File: src/rtl/pipe_ctrl_pkg.sv
// pipe_ctrl_pkg: shared slot record, forwarding select codes and memory-wait states
package pipe_ctrl_pkg;
  localparam int SLOT_AW = 8;
  localparam logic [1:0] FWD_REG = 2'd0;
  localparam logic [1:0] FWD_MEM = 2'd1;
  localparam logic [1:0] FWD_WB  = 2'd2;
  typedef struct packed {
    logic               valid;
    logic [SLOT_AW-1:0] dest;
    logic               wb_en;
    logic               mem_r_en;
    logic               mem_acc;
  } slot_t;
  typedef enum logic {S_IDLE, S_WAIT} mem_state_t;
endpackage

File: src/rtl/pipe_scoreboard.sv
// pipe_scoreboard: EX/MEM/WB in-flight slots plus EX-aligned sources, with hold and bubble insert
module pipe_scoreboard
  import pipe_ctrl_pkg::*;
#(
  parameter int REG_AW = 4,
  parameter int N_SRC  = 2
) (
  input  logic                    clk,
  input  logic                    rst,
  input  logic                    hold,
  input  logic                    load,
  input  slot_t                   id_slot,
  input  logic [N_SRC*REG_AW-1:0] id_src,
  input  logic [N_SRC-1:0]        id_used,
  output slot_t                   ex,
  output slot_t                   mem,
  output slot_t                   wb,
  output logic [N_SRC*REG_AW-1:0] ex_src,
  output logic [N_SRC-1:0]        ex_used
);
  always_ff @(posedge clk or negedge rst) begin
    if (!rst) begin
      ex      <= '0;
      mem     <= '0;
      wb      <= '0;
      ex_src  <= '0;
      ex_used <= '0;
    end else if (!hold) begin
      wb      <= mem;
      mem     <= ex;
      ex      <= load ? id_slot : '0;
      ex_src  <= load ? id_src : '0;
      ex_used <= load ? id_used : '0;
    end
  end
endmodule

File: src/rtl/pipe_hazard_ctrl.sv
// pipe_hazard_ctrl: stall/flush/freeze, operand forwarding and memory wait-state control for the 5-stage core
module pipe_hazard_ctrl
  import pipe_ctrl_pkg::*;
#(
  parameter int REG_AW  = 4,
  parameter int N_SRC   = 2,
  parameter int FWD_EN  = 1,
  parameter int TIMEOUT = 255,
  parameter int CNT_W   = 32
) (
  input  logic                    clk,
  input  logic                    rst,
  input  logic                    id_valid,
  input  logic [N_SRC*REG_AW-1:0] id_src,
  input  logic [N_SRC-1:0]        id_src_used,
  input  logic [REG_AW-1:0]       id_dest,
  input  logic                    id_wb_en,
  input  logic                    id_mem_r_en,
  input  logic                    id_mem_w_en,
  input  logic                    branch_taken,
  input  logic                    mem_ready,
  output logic                    hazard_stall,
  output logic                    flush_if,
  output logic                    flush_id,
  output logic                    freeze_all,
  output logic [N_SRC*2-1:0]      fwd_sel,
  output logic                    mem_timeout,
  output logic [CNT_W-1:0]        stall_cnt
);
  localparam int WW = $clog2(TIMEOUT + 1);
  slot_t ex, mem, wb, id_slot;
  logic [N_SRC*REG_AW-1:0] ex_src;
  logic [N_SRC-1:0] ex_used, hit_ex, hit_mem;
  logic raw_stall, flush, load;
  mem_state_t state;
  logic [WW-1:0] wcnt, wnext;
  function automatic logic hit(input slot_t s, input logic [REG_AW-1:0] r);
    return s.valid & s.wb_en & (s.dest == SLOT_AW'(r));
  endfunction
  assign id_slot = '{valid: 1'b1, dest: SLOT_AW'(id_dest), wb_en: id_wb_en,
                     mem_r_en: id_mem_r_en, mem_acc: id_mem_r_en | id_mem_w_en};
  pipe_scoreboard #(.REG_AW(REG_AW), .N_SRC(N_SRC)) u_sb (
    .clk(clk), .rst(rst), .hold(freeze_all), .load(load), .id_slot(id_slot),
    .id_src(id_src), .id_used(id_src_used), .ex(ex), .mem(mem), .wb(wb),
    .ex_src(ex_src), .ex_used(ex_used)
  );
  always_comb begin
    hit_ex  = '0;
    hit_mem = '0;
    fwd_sel = '0;
    for (int i = 0; i < N_SRC; i++) begin
      hit_ex[i]  = id_valid & id_src_used[i] & hit(ex, id_src[i*REG_AW +: REG_AW]);
      hit_mem[i] = id_valid & id_src_used[i] & hit(mem, id_src[i*REG_AW +: REG_AW]);
      if (FWD_EN != 0 && ex_used[i])
        fwd_sel[2*i +: 2] = (hit(mem, ex_src[i*REG_AW +: REG_AW]) & !mem.mem_r_en) ? FWD_MEM :
                            hit(wb, ex_src[i*REG_AW +: REG_AW]) ? FWD_WB : FWD_REG;
    end
  end
  assign raw_stall    = (FWD_EN != 0) ? (|hit_ex) & ex.mem_r_en : |{hit_ex, hit_mem};
  assign freeze_all   = mem.valid & mem.mem_acc & !mem_ready;
  assign flush        = rst & branch_taken & !freeze_all;
  assign flush_if     = flush;
  assign flush_id     = flush;
  assign hazard_stall = raw_stall & !flush & !freeze_all;
  assign load         = id_valid & !hazard_stall & !flush;
  // a frozen pipeline keeps the access in MEM, so the wait condition itself drives the FSM
  assign wnext = (state == S_IDLE) ? WW'(1) : (&wcnt) ? wcnt : wcnt + WW'(1);
  always_ff @(posedge clk or negedge rst) begin
    if (!rst) begin
      state       <= S_IDLE;
      wcnt        <= '0;
      mem_timeout <= 1'b0;
      stall_cnt   <= '0;
    end else begin
      stall_cnt <= stall_cnt + CNT_W'(hazard_stall | freeze_all);
      if (freeze_all) begin
        state <= S_WAIT;
        wcnt  <= wnext;
        if (wnext >= WW'(TIMEOUT)) mem_timeout <= 1'b1;
      end else begin
        state <= S_IDLE;
        wcnt  <= '0;
      end
    end
  end
endmodule

File: config.mk
export PLATFORM = sky130hd
export DESIGN_NAME = pipe_hazard_ctrl
export DESIGN_NICKNAME = d
export VERILOG_FILES = /design/src/rtl/pipe_ctrl_pkg.sv /design/src/rtl/pipe_scoreboard.sv /design/src/rtl/pipe_hazard_ctrl.sv
export SDC_FILE = /design/constraint.sdc
export NUM_CORES = 1
export LEC_CHECK = 0
export ABC_AREA = 1
export CAP_MARGIN = 40
export CORE_MARGIN = 2
export CORE_UTILIZATION = 58
export DETAILED_ROUTE_END_ITERATION = 7
export PLACE_DENSITY = 0.83
export SETUP_SLACK_MARGIN = 0.15
export SYNTH_ARGS = -nofsm -noshare
export SYNTH_HDL_FRONTEND = slang
export SYNTH_SLANG_ARGS = --single-unit
File: constraint.sdc
create_clock -name clk -period 4.9 [get_ports clk]
set_clock_uncertainty 0.05 [all_clocks]
set_input_delay 0.49 -clock clk [delete_from_list [all_inputs] [get_ports clk]]
set_output_delay 0.49 -clock clk [all_outputs]
set_load 0.02 [all_outputs]
-- Word level (Yosys, flattened, before mapping)
Cells that the tools add are included.
- $add $sub $neg: 2
- equal/unequal tests: 6
- reduce and logical (&&, ||, !) cells: 8
- order comparisons: 1
- bitwise operators: 26
- multiplexer cells: 13
- operators by type and width (kind ; number):
    $eq A8 B4 Y1 ; 6
    $add A32 B1 Y32 ; 1
    $mux W8 ; 4
    $and A1 B1 Y1 ; 24
    $mux W2 ; 7
    $mux W12 ; 1
    $add A8 B1 Y8 const B ; 1
    $ge A8 B8 Y1 const B ; 1
    $reduce_and A8 Y1 ; 1
    $logic_not A1 Y1 ; 5
    $or A1 B1 Y1 ; 2
    $reduce_and A2 Y1 ; 1
    $reduce_or A2 Y1 ; 1
    $mux W1 ; 1
- input port bits: 22
- word-level logic and storage cells: 75
- flip-flop bits (word level): 86

-- Logic depth before layout (Yosys ltp)
Gate-level depths: netlist of the first run.
- word-level depth: 11
- depth in mapped cells: 18
- mapped depth without buffers: 17

-- Cells and area by module
A second synthesis of the first run with hierarchy kept.
- cells, all modules: 540
- area total of the unflattened synthesis: 4430.5 um^2
- modules (own cells, without submodules) (module ; cells an instance ; area each (um^2) ; times used):
    pipe_hazard_ctrl ; 344 ; 2633.8 ; 1
    pipe_scoreboard ; 196 ; 1796.7 ; 1

-- Worst setup path after synthesis of the first run
OpenSTA, ideal clock, no wires.
- path type: input-to-reg
- start: input mem_ready
- end: register stall_cnt[28]
- setup time: 124 ps
- setup slack: 2340 ps
- path buffers: 1
- data arrival time: 2387 ps
- data required time: 4726 ps
- stages: 15
- cell sequence: nor2_2 -> nor2_2 -> or2_1 -> inv_1 -> nand2_1 -> buf_2 -> nand2_1 -> ha_1 -> ha_1 -> nand3_2 -> nor2_4 -> nand2_4 -> nor2_1 -> nand4_1 -> xor2_1
- word-level cells in the longest chain between the ends: 9
- RTL lines (item ; line ; RTL):
    from (decl) ; pipe_hazard_ctrl.sv:21 ; input logic mem_ready,
    $logic_not A1 Y1 ; pipe_hazard_ctrl.sv:60 ; assign freeze_all = mem.valid & mem.mem_acc & !mem_ready;
    $and A1 B1 Y1 ; pipe_hazard_ctrl.sv:60 ;
    $logic_not A1 Y1 ; - ;
    $and A1 B1 Y1 ; pipe_hazard_ctrl.sv:61 ; assign flush = rst & branch_taken & !freeze_all;
    named net flush_id ; pipe_hazard_ctrl.sv:24 ; output logic flush_id,
    $logic_not A1 Y1 ; pipe_hazard_ctrl.sv:64 ; assign hazard_stall = raw_stall & !flush & !freeze_all;
    $and A1 B1 Y1 (2 in series) ; pipe_hazard_ctrl.sv:64 ;
    $or A1 B1 Y1 ; pipe_hazard_ctrl.sv:75 ; stall_cnt <= stall_cnt + CNT_W'(hazard_stall | freeze_all);
    $add A32 B1 Y32 ; pipe_hazard_ctrl.sv:75 ;
    to (signal assigned) ; pipe_hazard_ctrl.sv:75 ;
    to (decl) ; pipe_hazard_ctrl.sv:28 ; output logic [CNT_W-1:0] stall_cnt
The timed path passes the listed nets, and every way through them passes these cells.
A chain may end at the register's enable or synchronous reset.

-- Final worst setup path of the first run
- start: input mem_ready
- end: output hazard_stall
- word-level cells in the longest chain between the ends: 7
- RTL lines (item ; line ; RTL):
    $logic_not A1 Y1 (*) ; pipe_hazard_ctrl.sv:60 ;
    $and A1 B1 Y1 (*) ; pipe_hazard_ctrl.sv:60 ;
    $logic_not A1 Y1 (*) ; - ;
    $and A1 B1 Y1 ; pipe_hazard_ctrl.sv:61 ;
    $logic_not A1 Y1 ; pipe_hazard_ctrl.sv:64 ;
    $and A1 B1 Y1 ; pipe_hazard_ctrl.sv:64 ;
    $and A1 B1 Y1 (*) ; pipe_hazard_ctrl.sv:64 ;
    to (decl) ; pipe_hazard_ctrl.sv:22 ; output logic hazard_stall,
Mark *: on every way between the ends. The rest lies on a longest branch, timed or not.

==> impl_metrics.yaml, run 1 <==
run_status:
  status: "complete, no violations"
placement:
  port_buffers: 62
  hpwlAfterDp_um: 6655
  placed_area_um2: 4612
  routabilityCongestion: 0.8758
logic_synthesis:
  yosysTopAreaCell: "dfrtp_1"
  synthDistinctLibCells: 36
  yosysMostFrequentCell: "nand2_1"
  synth_edf_count: 0
  yosysTopAreaCellShare_pct: 47.30
  ys_seq_area_share_pct: 47.30
  ys_ff_latch: 74
  synth_nets: 506
  synth_cells: 481
  synthArstFlopShare_pct: 100.0
  yosysWarnings: 0
  yosys-top-cells-area: "dfrtp_1 (47%), nand2_1 (13%), xor2_1 (5.6%)"
  synth.avg_cell_area_um2: 8.139
  netlist_top_cells_count: "nand2_1 (139), dfrtp_1 (74), inv_1 (51)"
  ys.flop_type: "dfrtp_1"
  syn-cell-area_um2: 3915
cells_and_area:
  antenna_cells: 0
  fin_area_um2: 4795
  drive_above_1_share_pct: 8.545
  nNetsFinal: 570
  fillers: 481
  areaGrowthSynthToFinish_pct: 22.47
floorplanning:
  dieArea_um2: 7424
  die_y_um: 86.16
  start_util_pct: 60.96
  die_w_um: 86.16
  fp.coreArea_um2: 6422
  rows: 29
  pin_count: 63
clocking:
  htreeDepth: 3
  clock_latency_ns: 0.34
  cts_tree: "done"
  numCtsBuffers: 9
  root_buffer: "clkbuf_8"
  ctsLongestPathBuffers: 2
  cts_sinks: 74
  post_cts_buffers: 0
  path_clk_slew_ns: 0.07
  ctsResizeCount: 0
  holdBufCountCts: 0
global_route:
  antenna_found_initial: 0
  grt.total_usage_pct: 26.41
  overflow: 0
  grt_max_degree: 70
  grt_pass1_vias: 3268
  grt_pass1_wl_um: 15310
timing:
  rsz0062_at_grt: "false"
  hold_viol: 0
  period_share_pct: 72.35
  setup_viol: 0
  drv_slew: 0
  slew_headroom_pct: 59.04
  max_freq_mhz: 282.1
  tightestPinTransition_ns: 0.6130
  tns_ns: 0
  post-route-min-period_ns: 3.545
drt:
  postRouteAntennaNets: 0
  wl_um: 9054
  drt-initial-drc-count: 220
  num_vias: 3350
  dr.pass1.iters: 4
  viasPerCell: 5.343
  drc: 0
  wire_per_inst_um: 14.44
worst_setup_path:
  arrival_ns: 3.00
  crit_chain: "clkdlybuf4s50_1 -> nor2_2 -> buf_4 -> nor2_2 -> or2_1 -> inv_1 -> nand2_1 -> nor2_1 -> clkdlybuf4s50_1"
  required_ns: 4.36
  slowest_stage: "clkdlybuf4s50_1"
  path_class: "primary input to output port"
  crit_family: "buffers and inverters"
  start_kind: "primary input"
  end_kind: "output port"
  cp_num_buf_inv: 4
  slowest_delay_ns: 0.63
  cp_max_fo: 40
job:
  drv_cap: 0
pwr:
  finalPower_mw: 1.364
  ir_drop_uv: 194.8
  pwr_density_cell_nw_per_um2: 284.5
  power_leakage_nw: 2.335
min_path:
  hold_class: "primary input to asynchronous set/reset pin"
path summary, 6_finish.rpt:
check,from,end,slack (ns),depth (start not counted)
worst max-delay path,mem_ready,hazard_stall,1.36,9
worst min-delay path,rst,wcnt[4]$_DFF_PN0_,0.02,2
worst max register to register,u_sb.mem[11]$_DFFE_PN0N_,stall_cnt[26]$_DFF_PN0_,1.61,16
worst min register to register,mem_timeout$_DFFE_PN0P_,mem_timeout$_DFFE_PN0P_,0.42,2
max in group asynchronous,rst,stall_cnt[24]$_DFF_PN0_,4.25,3
min in group clk,mem_timeout$_DFFE_PN0P_,mem_timeout$_DFFE_PN0P_,0.42,2
cell type report:
type	instances	area, um^2	area share (%)
well taps	77	96.34	2.009
multi-input cells	338	1792	37.37
flip-flops and latches	74	1852	38.62
inverters	57	214.0	4.462
repair buffers	65	658.1	13.73
clock buffers	14	172.7	3.601
clock inverters	2	10.01	0.2088
placed cells by master (no fill, tap or decap), types with 2 or more instances in the layout:
| master | n |
|---|---|
| nor3_1 | 10 |
| nor2_1 | 43 |
| nor3b_1 | 2 |
| nand3_1 | 17 |
| a21oi_1 | 5 |
| clkbuf_8 | 12 |
| o21ai_0 | 16 |
| clkdlybuf4s50_1 | 61 |
| nor2_2 | 7 |
| nand2_1 | 139 |
| buf_4 | 2 |
| nor3_2 | 4 |
| nand4_1 | 28 |
| clkinv_2 | 2 |
| xnor2_1 | 15 |
| xor2_1 | 25 |
| inv_2 | 6 |
| inv_1 | 51 |
| nor2_4 | 2 |
| nand3b_1 | 3 |
| nand3_2 | 2 |
| dfrtp_1 | 74 |
| nand2_4 | 2 |
| or2_2 | 3 |
| clkbuf_1 | 2 |
| o21ai_1 | 2 |
| ha_1 | 3 |
where the power goes:
group	leakage, nW	internal (mW)	switching [mW]
combinational	1.29	0.0983	0.122
clock	0.0965	0.224	0.212
sequential	0.952	0.658	0.0502
total	2.33	0.980	0.384
cells by family (layout without fill, tap and decap cells):
family	Yosys count	in the layout	share of synthesized area, %
DFF	74	74	47.30
and+or+nand+nor	269	269	32.34
xor gates and xnor gates	40	40	8.949
buffers and inverters	69	138	6.935
adders and majority gates	3	3	0.9589
AOI/OAI and AO/OA	26	26	3.516
through the flow:
| step | utilization (%) | setup slack (ns) | cells | hold WS [ns] |
|---|---|---|---|---|
| 6_report | 74.65 | 1.355 | 627 | 0.01653 |
| 2_1_floorplan | - | 2.340 | 481 | 0.1444 |
| 4_1_cts | 74.65 | 1.299 | 627 | 0.01490 |
| 5_1_grt | 74.65 | 1.148 | 627 | 0.01620 |
| 3_3_place_gp | 71.38 | 1.258 | 610 | 0.4001 |
| 3_5_place_dp | 71.81 | 1.140 | 611 | 0.3857 |
worst reg2reg max path, delay by kind of cell (launching register included):
family	cells	cell delay, ns
fa+ha+maj	2	0.41
xor+xnor	1	0.16
buf+inv	2	0.40
simple gates	11	1.76
flops	1	0.40
flip-flops by register name (all words and copies together) (netlist names):
register	count
u_sb.ex_src	8
u_sb.ex	8
state	1
stall_cnt	32
u_sb.mem	8
mem_timeout	1
wcnt	8
u_sb.ex_used	2
u_sb.wb	6
metal layers:
layer	routed length, um	vias to the layer above	global-route usage, %
li1	-	1659	-
met1	3988	1575	34.54
met2	4375	95	41.65
met3	447	21	6.930
met4	243	0	11.40
met5	0	-	0
Power figures use the tool's default switching activity.
==> inputs of run 2 (changes only) <==
- CORE_UTILIZATION: 58 -> 54
- PLACE_DENSITY: 0.83 -> 0.77
- clock period: 4.9 -> 3.7 ns (I/O delays scaled with it)
==> run 2 against run 1 <==
Non-clock buffer count is 3 higher. Register-to-register slack got worse by 0.38 ns. Design area increased by 0.89%. Setup slack worse by 0.49 ns. Clock power increased by 28%. Power up 31%. Global-route usage is 2.0 points lower. Core utilization down 6.9 points. Die area up 7.0%. First-iteration DRC count grew 22%. Critical path depth grew 1. Critical path type unchanged.
==> impl_metrics.yaml, run 2 (synthesis results as in run 1) <==
timing:
  hold_viol: 0
  rsz0062_at_grt: "false"
  worst_slack_ns: 0.8664
  post-route-min-period_ns: 2.834
  tightestPinTransition_ns: 0.4940
  period_share_pct: 76.58
  max_freq_mhz: 352.9
  tns_ns: 0
  slew_headroom_pct: 66.81
  setup_viol: 0
  drv_slew: 0
worst_setup_path:
  crit_family: "buffers and inverters"
  slowest_delay_ns: 0.60
  cp_max_fo: 19
  crit_chain: "dlygate4sd3_1 -> buf_4 -> nand2_1 -> nor2_2 -> or2_1 -> inv_1 -> nand2_1 -> buf_4 -> nor2_1 -> clkdlybuf4s50_1"
  arrival_ns: 2.41
  required_ns: 3.28
  start_kind: "primary input"
  path_class: "primary input to output port"
  end_kind: "output port"
  slowest_stage: "clkdlybuf4s50_1"
  cp_num_buf_inv: 5
drt:
  drt-initial-drc-count: 268
  wl_um: 8931
  viasPerCell: 5.155
  num_vias: 3356
  postRouteAntennaNets: 0
  wire_per_inst_um: 13.72
  drc: 0
  dr.pass1.iters: 5
pwr:
  p_switching_uw: 506.7
  swShare_pct: 28.41
  p_int_mw: 1.277
  comb_power_share_pct: 16.4
  seq_power_share_pct: 52.4
  p_clk_share_pct: 31.2
  ir_drop_uv: 166.2
  power_leakage_nw: 2.344
  pwr_density_cell_nw_per_um2: 368.7
clocking:
  path_clk_slew_ns: 0.08
  numCtsBuffers: 9
  clock_latency_ns: 0.34
  ctsLongestPathBuffers: 2
  htreeDepth: 3
  root_buffer: "clkbuf_8"
  ctsResizeCount: 0
  cts_tree: "done"
  cts_sinks: 74
floorplanning:
  die_w_um: 89.15
  dieArea_um2: 7947
  die_y_um: 89.15
  pin_count: 63
  rows: 31
  start_util_pct: 54.86
  fp.coreArea_um2: 7137
cells_and_area:
  nNetsFinal: 573
  layout_commonest_cell: "nand2_1"
  areaGrowthSynthToFinish_pct: 23.55
  drive_above_1_share_pct: 8.877
  fillers: 615
  antenna_cells: 0
  post-route-util_pct: 67.78
  layout_common_cells: "nand2_1 (139), dfrtp_1 (74), clkdlybuf4s50_1 (61)"
  max_flop_register: "stall_cnt"
  largest_reg_flops: 32
placement:
  hpwlAfterDp_um: 6545
  pre_cts_ws_ns: 0.7911
  routabilityCongestion: 0.9662
  port_buffers: 62
job:
  drv_cap: 0
min_path:
  hold_class: "flop to flop"
global_route:
  grt_max_degree: 60
  antenna_found_initial: 0
  grt_pass1_wl_um: 14880
  grt.total_usage_pct: 24.42
  overflow: 0
  grt_pass1_vias: 3153
run_status:
  status: "complete, no violations"
-- run 2: changes by cell type in the layout (fill, tap and decap cells not counted), sizes merged --
cell         change
clkbuf           -2
buf              +2
clkinv           +1
dlygate4sd3      +1
-- run 2: through the flow --
step                area (um^2)  instances  hold slack (ns)  power, mW
floorplan                  3915        481          0.02441      1.096
global route               4837        651           0.4560      1.878
finish                     4837        651           0.4238      1.783
CTS                        4837        651           0.4259      1.800
global placement           4629        634           0.3984      1.235
detailed placement         4657        635           0.3066      1.246
-- run 2: worst paths after layout --
path | from | endpoint | slack [ns] | cells after the start
max | rst | hazard_stall | 0.87 | 10
max in group asynchronous | rst | stall_cnt[22]$_DFF_PN0_ | 2.56 | 4
min reg2reg | mem_timeout$_DFFE_PN0P_ | mem_timeout$_DFFE_PN0P_ | 0.42 | 2
max reg2reg | u_sb.mem[11]$_DFFE_PN0N_ | stall_cnt[26]$_DFF_PN0_ | 1.23 | 13
min | mem_timeout$_DFFE_PN0P_ | mem_timeout$_DFFE_PN0P_ | 0.42 | 2
min in group asynchronous | rst | wcnt[5]$_DFF_PN0_ | 0.48 | 3
-- run 2: cell type report --
cell class              count  area (um^2)  share of cell area, %
clock buffers              12        155.1                  3.207
clock inverters             3        15.01                 0.3104
inverters                  57        214.0                  4.423
multi-input cells         338         1792                  37.04
flip-flops and latches     74         1852                  38.28
well taps                  99        123.9                  2.561
repair buffers             68        685.7                  14.17
-- run 2: worst min-delay path, delay by kind of cell, from the launching register on --
| kind | cells | cell delay (ns) |
|---|---|---|
| DFF | 1 | 0.35 |
| and+or+nand+nor | 1 | 0.05 |
| buffers and inverters | 1 | 0.04 |
-- run 2: layer usage --
layer	vias to the layer above	GRT usage, %	wire, um
li1	1658	-	-
met1	1581	33.39	4044
met2	101	38.11	4190
met3	16	5.910	473
met4	0	8.820	223
met5	-	0	0
-- run 2: repair_timing --
item,CTS,global route
hold buffers,1,0
endpoints found under the hold margin,15,0
buffers inserted,0,0
-- run 2: power by group through the flow --
stage                     sequential, mW  combinational, mW  clock (mW)
after global routing               0.944              0.323       0.611
after detailed placement           0.950              0.295           0
after global placement             0.951              0.284           0
after CTS                          0.936              0.296       0.568
after floorplan                    0.971              0.125           0
final                              0.935              0.293       0.556
==> inputs of run 3 (changes only) <==
- CORE_UTILIZATION: 54 -> 49
- PLACE_DENSITY: 0.77 -> 0.74
- clock period: 3.7 -> 2.3 ns (I/O delays scaled with it)
==> run 3 against run 2 <==
Sequential power is 65% higher. Non-clock buffer count grew 44. Setup slack lost 0.83 ns. Largest power group unchanged. Via count rose by 7.0%. Critical path depth grew 9.
==> impl_metrics.yaml, run 3 (synthesis results as in run 1) <==
clocking:
  cts_sinks: 74
  ctsLongestPathBuffers: 2
  htreeDepth: 3
  path_clk_slew_ns: 0.08
  clock_latency_ns: 0.35
  root_buffer: "clkbuf_8"
  numCtsBuffers: 9
  cts_tree: "done"
drt:
  num_vias: 3591
  drc: 0
  wl_um: 10100
  wire_per_inst_um: 14.45
  postRouteAntennaNets: 0
  viasPerCell: 5.137
  dr.pass1.iters: 4
  drt-initial-drc-count: 227
cells_and_area:
  areaGrowthSynthToFinish_pct: 37.68
  max_flop_register: "stall_cnt"
  layout_commonest_cell: "nand2_1"
  multi_input_area_um2: 1989
  fillers: 559
  largest_reg_flops: 32
  layout_common_cells: "nand2_1 (130), dfrtp_1 (72), clkdlybuf4s50_1 (54)"
  drive_above_1_share_pct: 21.44
  regArea_um2: 1854
  final_cells: 699
  nNetsFinal: 617
  antenna_cells: 0
timing:
  period_share_pct: 98.56
  max_freq_mhz: 441.1
  drv_slew: 0
  whs_ns: 0.3012
  hold_viol: 0
  setup_viol: 0
  post-route-min-period_ns: 2.267
  slew_headroom_pct: 71.60
  rsz0062_at_grt: "true"
  tightestPinTransition_ns: 0.4251
  worst_slack_ns: 0.03303
worst_setup_path:
  end_kind: "flop"
  start_kind: "primary input"
  cp_max_fo: 3
  path_class: "primary input to flop"
  critical_path.reg2reg.endpoint: "stall_cnt[30]$_DFF_PN0_"
  r2r.worst_path.cells: 18
  slowest_stage: "clkdlybuf4s50_1"
  cp-startpoint: "id_src[6]"
  slowest_delay_ns: 0.55
  crit_top_cell: "nand2_1"
  crit_chain: "clkdlybuf4s50_1 -> inv_1 -> nand2_1 -> nand2_1 -> nor2_1 -> nand3_1 -> nand2_2 -> nand2_4 -> nand2_4 -> ha_4 -> ha_4 -> nand3_4 -> nor2_4 -> buf_4 -> buf_6 -> inv_2 -> nor2_2 -> nand2_1 -> xnor2_1"
  reg2reg_slack_ns: 0.03
  required_ns: 2.48
  arrival_ns: 2.45
  r2r-start: "u_sb.ex[5]$_DFFE_PN0N_"
job:
  drv_cap: 0
global_route:
  grt_max_degree: 69
  grt_pass1_wl_um: 16180
  grt.met3_usage_pct: 4.835
  grt-busiest-layer: "met2"
  grt_pass1_vias: 3474
  overflow: 0
  antenna_found_initial: 0
  grtUsageMet2_pct: 36.75
  gr-usage-met1_pct: 33.44
  grt.total_usage_pct: 23.72
floorplanning:
  start_util_pct: 50.66
  fp.coreArea_um2: 7727
  rows: 32
  die_w_um: 93.39
  pin_count: 63
  dieArea_um2: 8721
  die_y_um: 93.39
min_path:
  hold_class: "primary input to flop"
  min_delay_path_depth: 4
  worstHoldStart: "id_src[0]"
  holdPathEnd: "u_sb.ex_src[0]$_DFFE_PN0N_"
pwr:
  ir_drop_uv: 700.1
  finalPower_mw: 3.080
  pwr_density_cell_nw_per_um2: 571.4
  power_leakage_nw: 2.637
placement:
  routabilityCongestion: 0.8790
  port_buffers: 62
  hpwlAfterDp_um: 6874
  placed_cells: 659
  pre_cts_ws_ns: -0.3277
run_status:
  status: "complete, no violations"
## run 3: cell types whose count changed in the layout (fill, tap and decap cells not counted), sizes merged
cell and change:
dlymetal6s2s +1, buf +44, clkinv -1, clkdlybuf4s50 -7, dlygate4sd2 +4, bufinv +1, clkinvlp +2, clkbuf +1
## run 3: final cells by class
cell class | count | share of cell area, %
multi-input cells | 338 | 36.91
flip-flops and latches | 74 | 34.40
repair buffers | 112 | 18.90
inverters | 57 | 3.969
clock buffers | 11 | 2.437
well taps | 102 | 2.368
clock inverters | 5 | 1.021
## run 3: worst max path at each step
stage / slack, ns / to
floorplan: -0.04 / stall_cnt[26]$_DFF_PN0_
global placement: -0.22 / stall_cnt[26]$_DFF_PN0_
detailed placement: -0.33 / stall_cnt[26]$_DFF_PN0_
CTS: 0.06 / stall_cnt[26]$_DFF_PN0_
global route: -0.08 / stall_cnt[30]$_DFF_PN0_
finish: 0.03 / stall_cnt[30]$_DFF_PN0_
## run 3: worst max-delay path: cells and delay by family
| family | cells | cell delay, ns |
|---|---|---|
| simple gates | 11 | 0.95 |
| fa+ha+maj | 2 | 0.29 |
| xor+xnor | 1 | 0.12 |
| buf+inv | 5 | 0.88 |
## run 3: per-layer routing
layer	up-vias	share of wire, %
met5	-	0
met4	0	1.4
met3	11	5.3
met2	123	48
met1	1719	45
li1	1738	-
## run 3: power breakdown
| part | switching (mW) | leakage (nW) | internal [mW] |
|---|---|---|---|
| Sequential | 0.138 | 0.949 | 1.40 |
| Clock | 0.483 | 0.0893 | 0.498 |
| Combinational | 0.295 | 1.60 | 0.265 |
## run 3: repair_timing
action | CTS | global route
setup buffers | 16 | 7
pin swaps | 15 | 13
setup endpoints to repair | 21 | 30
gates resized for setup | 18 | 32
hold buffers | 1 | 0
hold endpoints to repair | 6 | 0
## run 3: metrics by stage
step,utilization [%],cell area [um^2],setup TNS (ns)
after global routing,69.75,5390,-0.5789
after floorplan,-,3999,-0.1422
after CTS,67.94,5250,0
after detailed placement,63.36,4896,-4.428
after global placement,63.00,4868,-2.894
final,69.75,5390,0
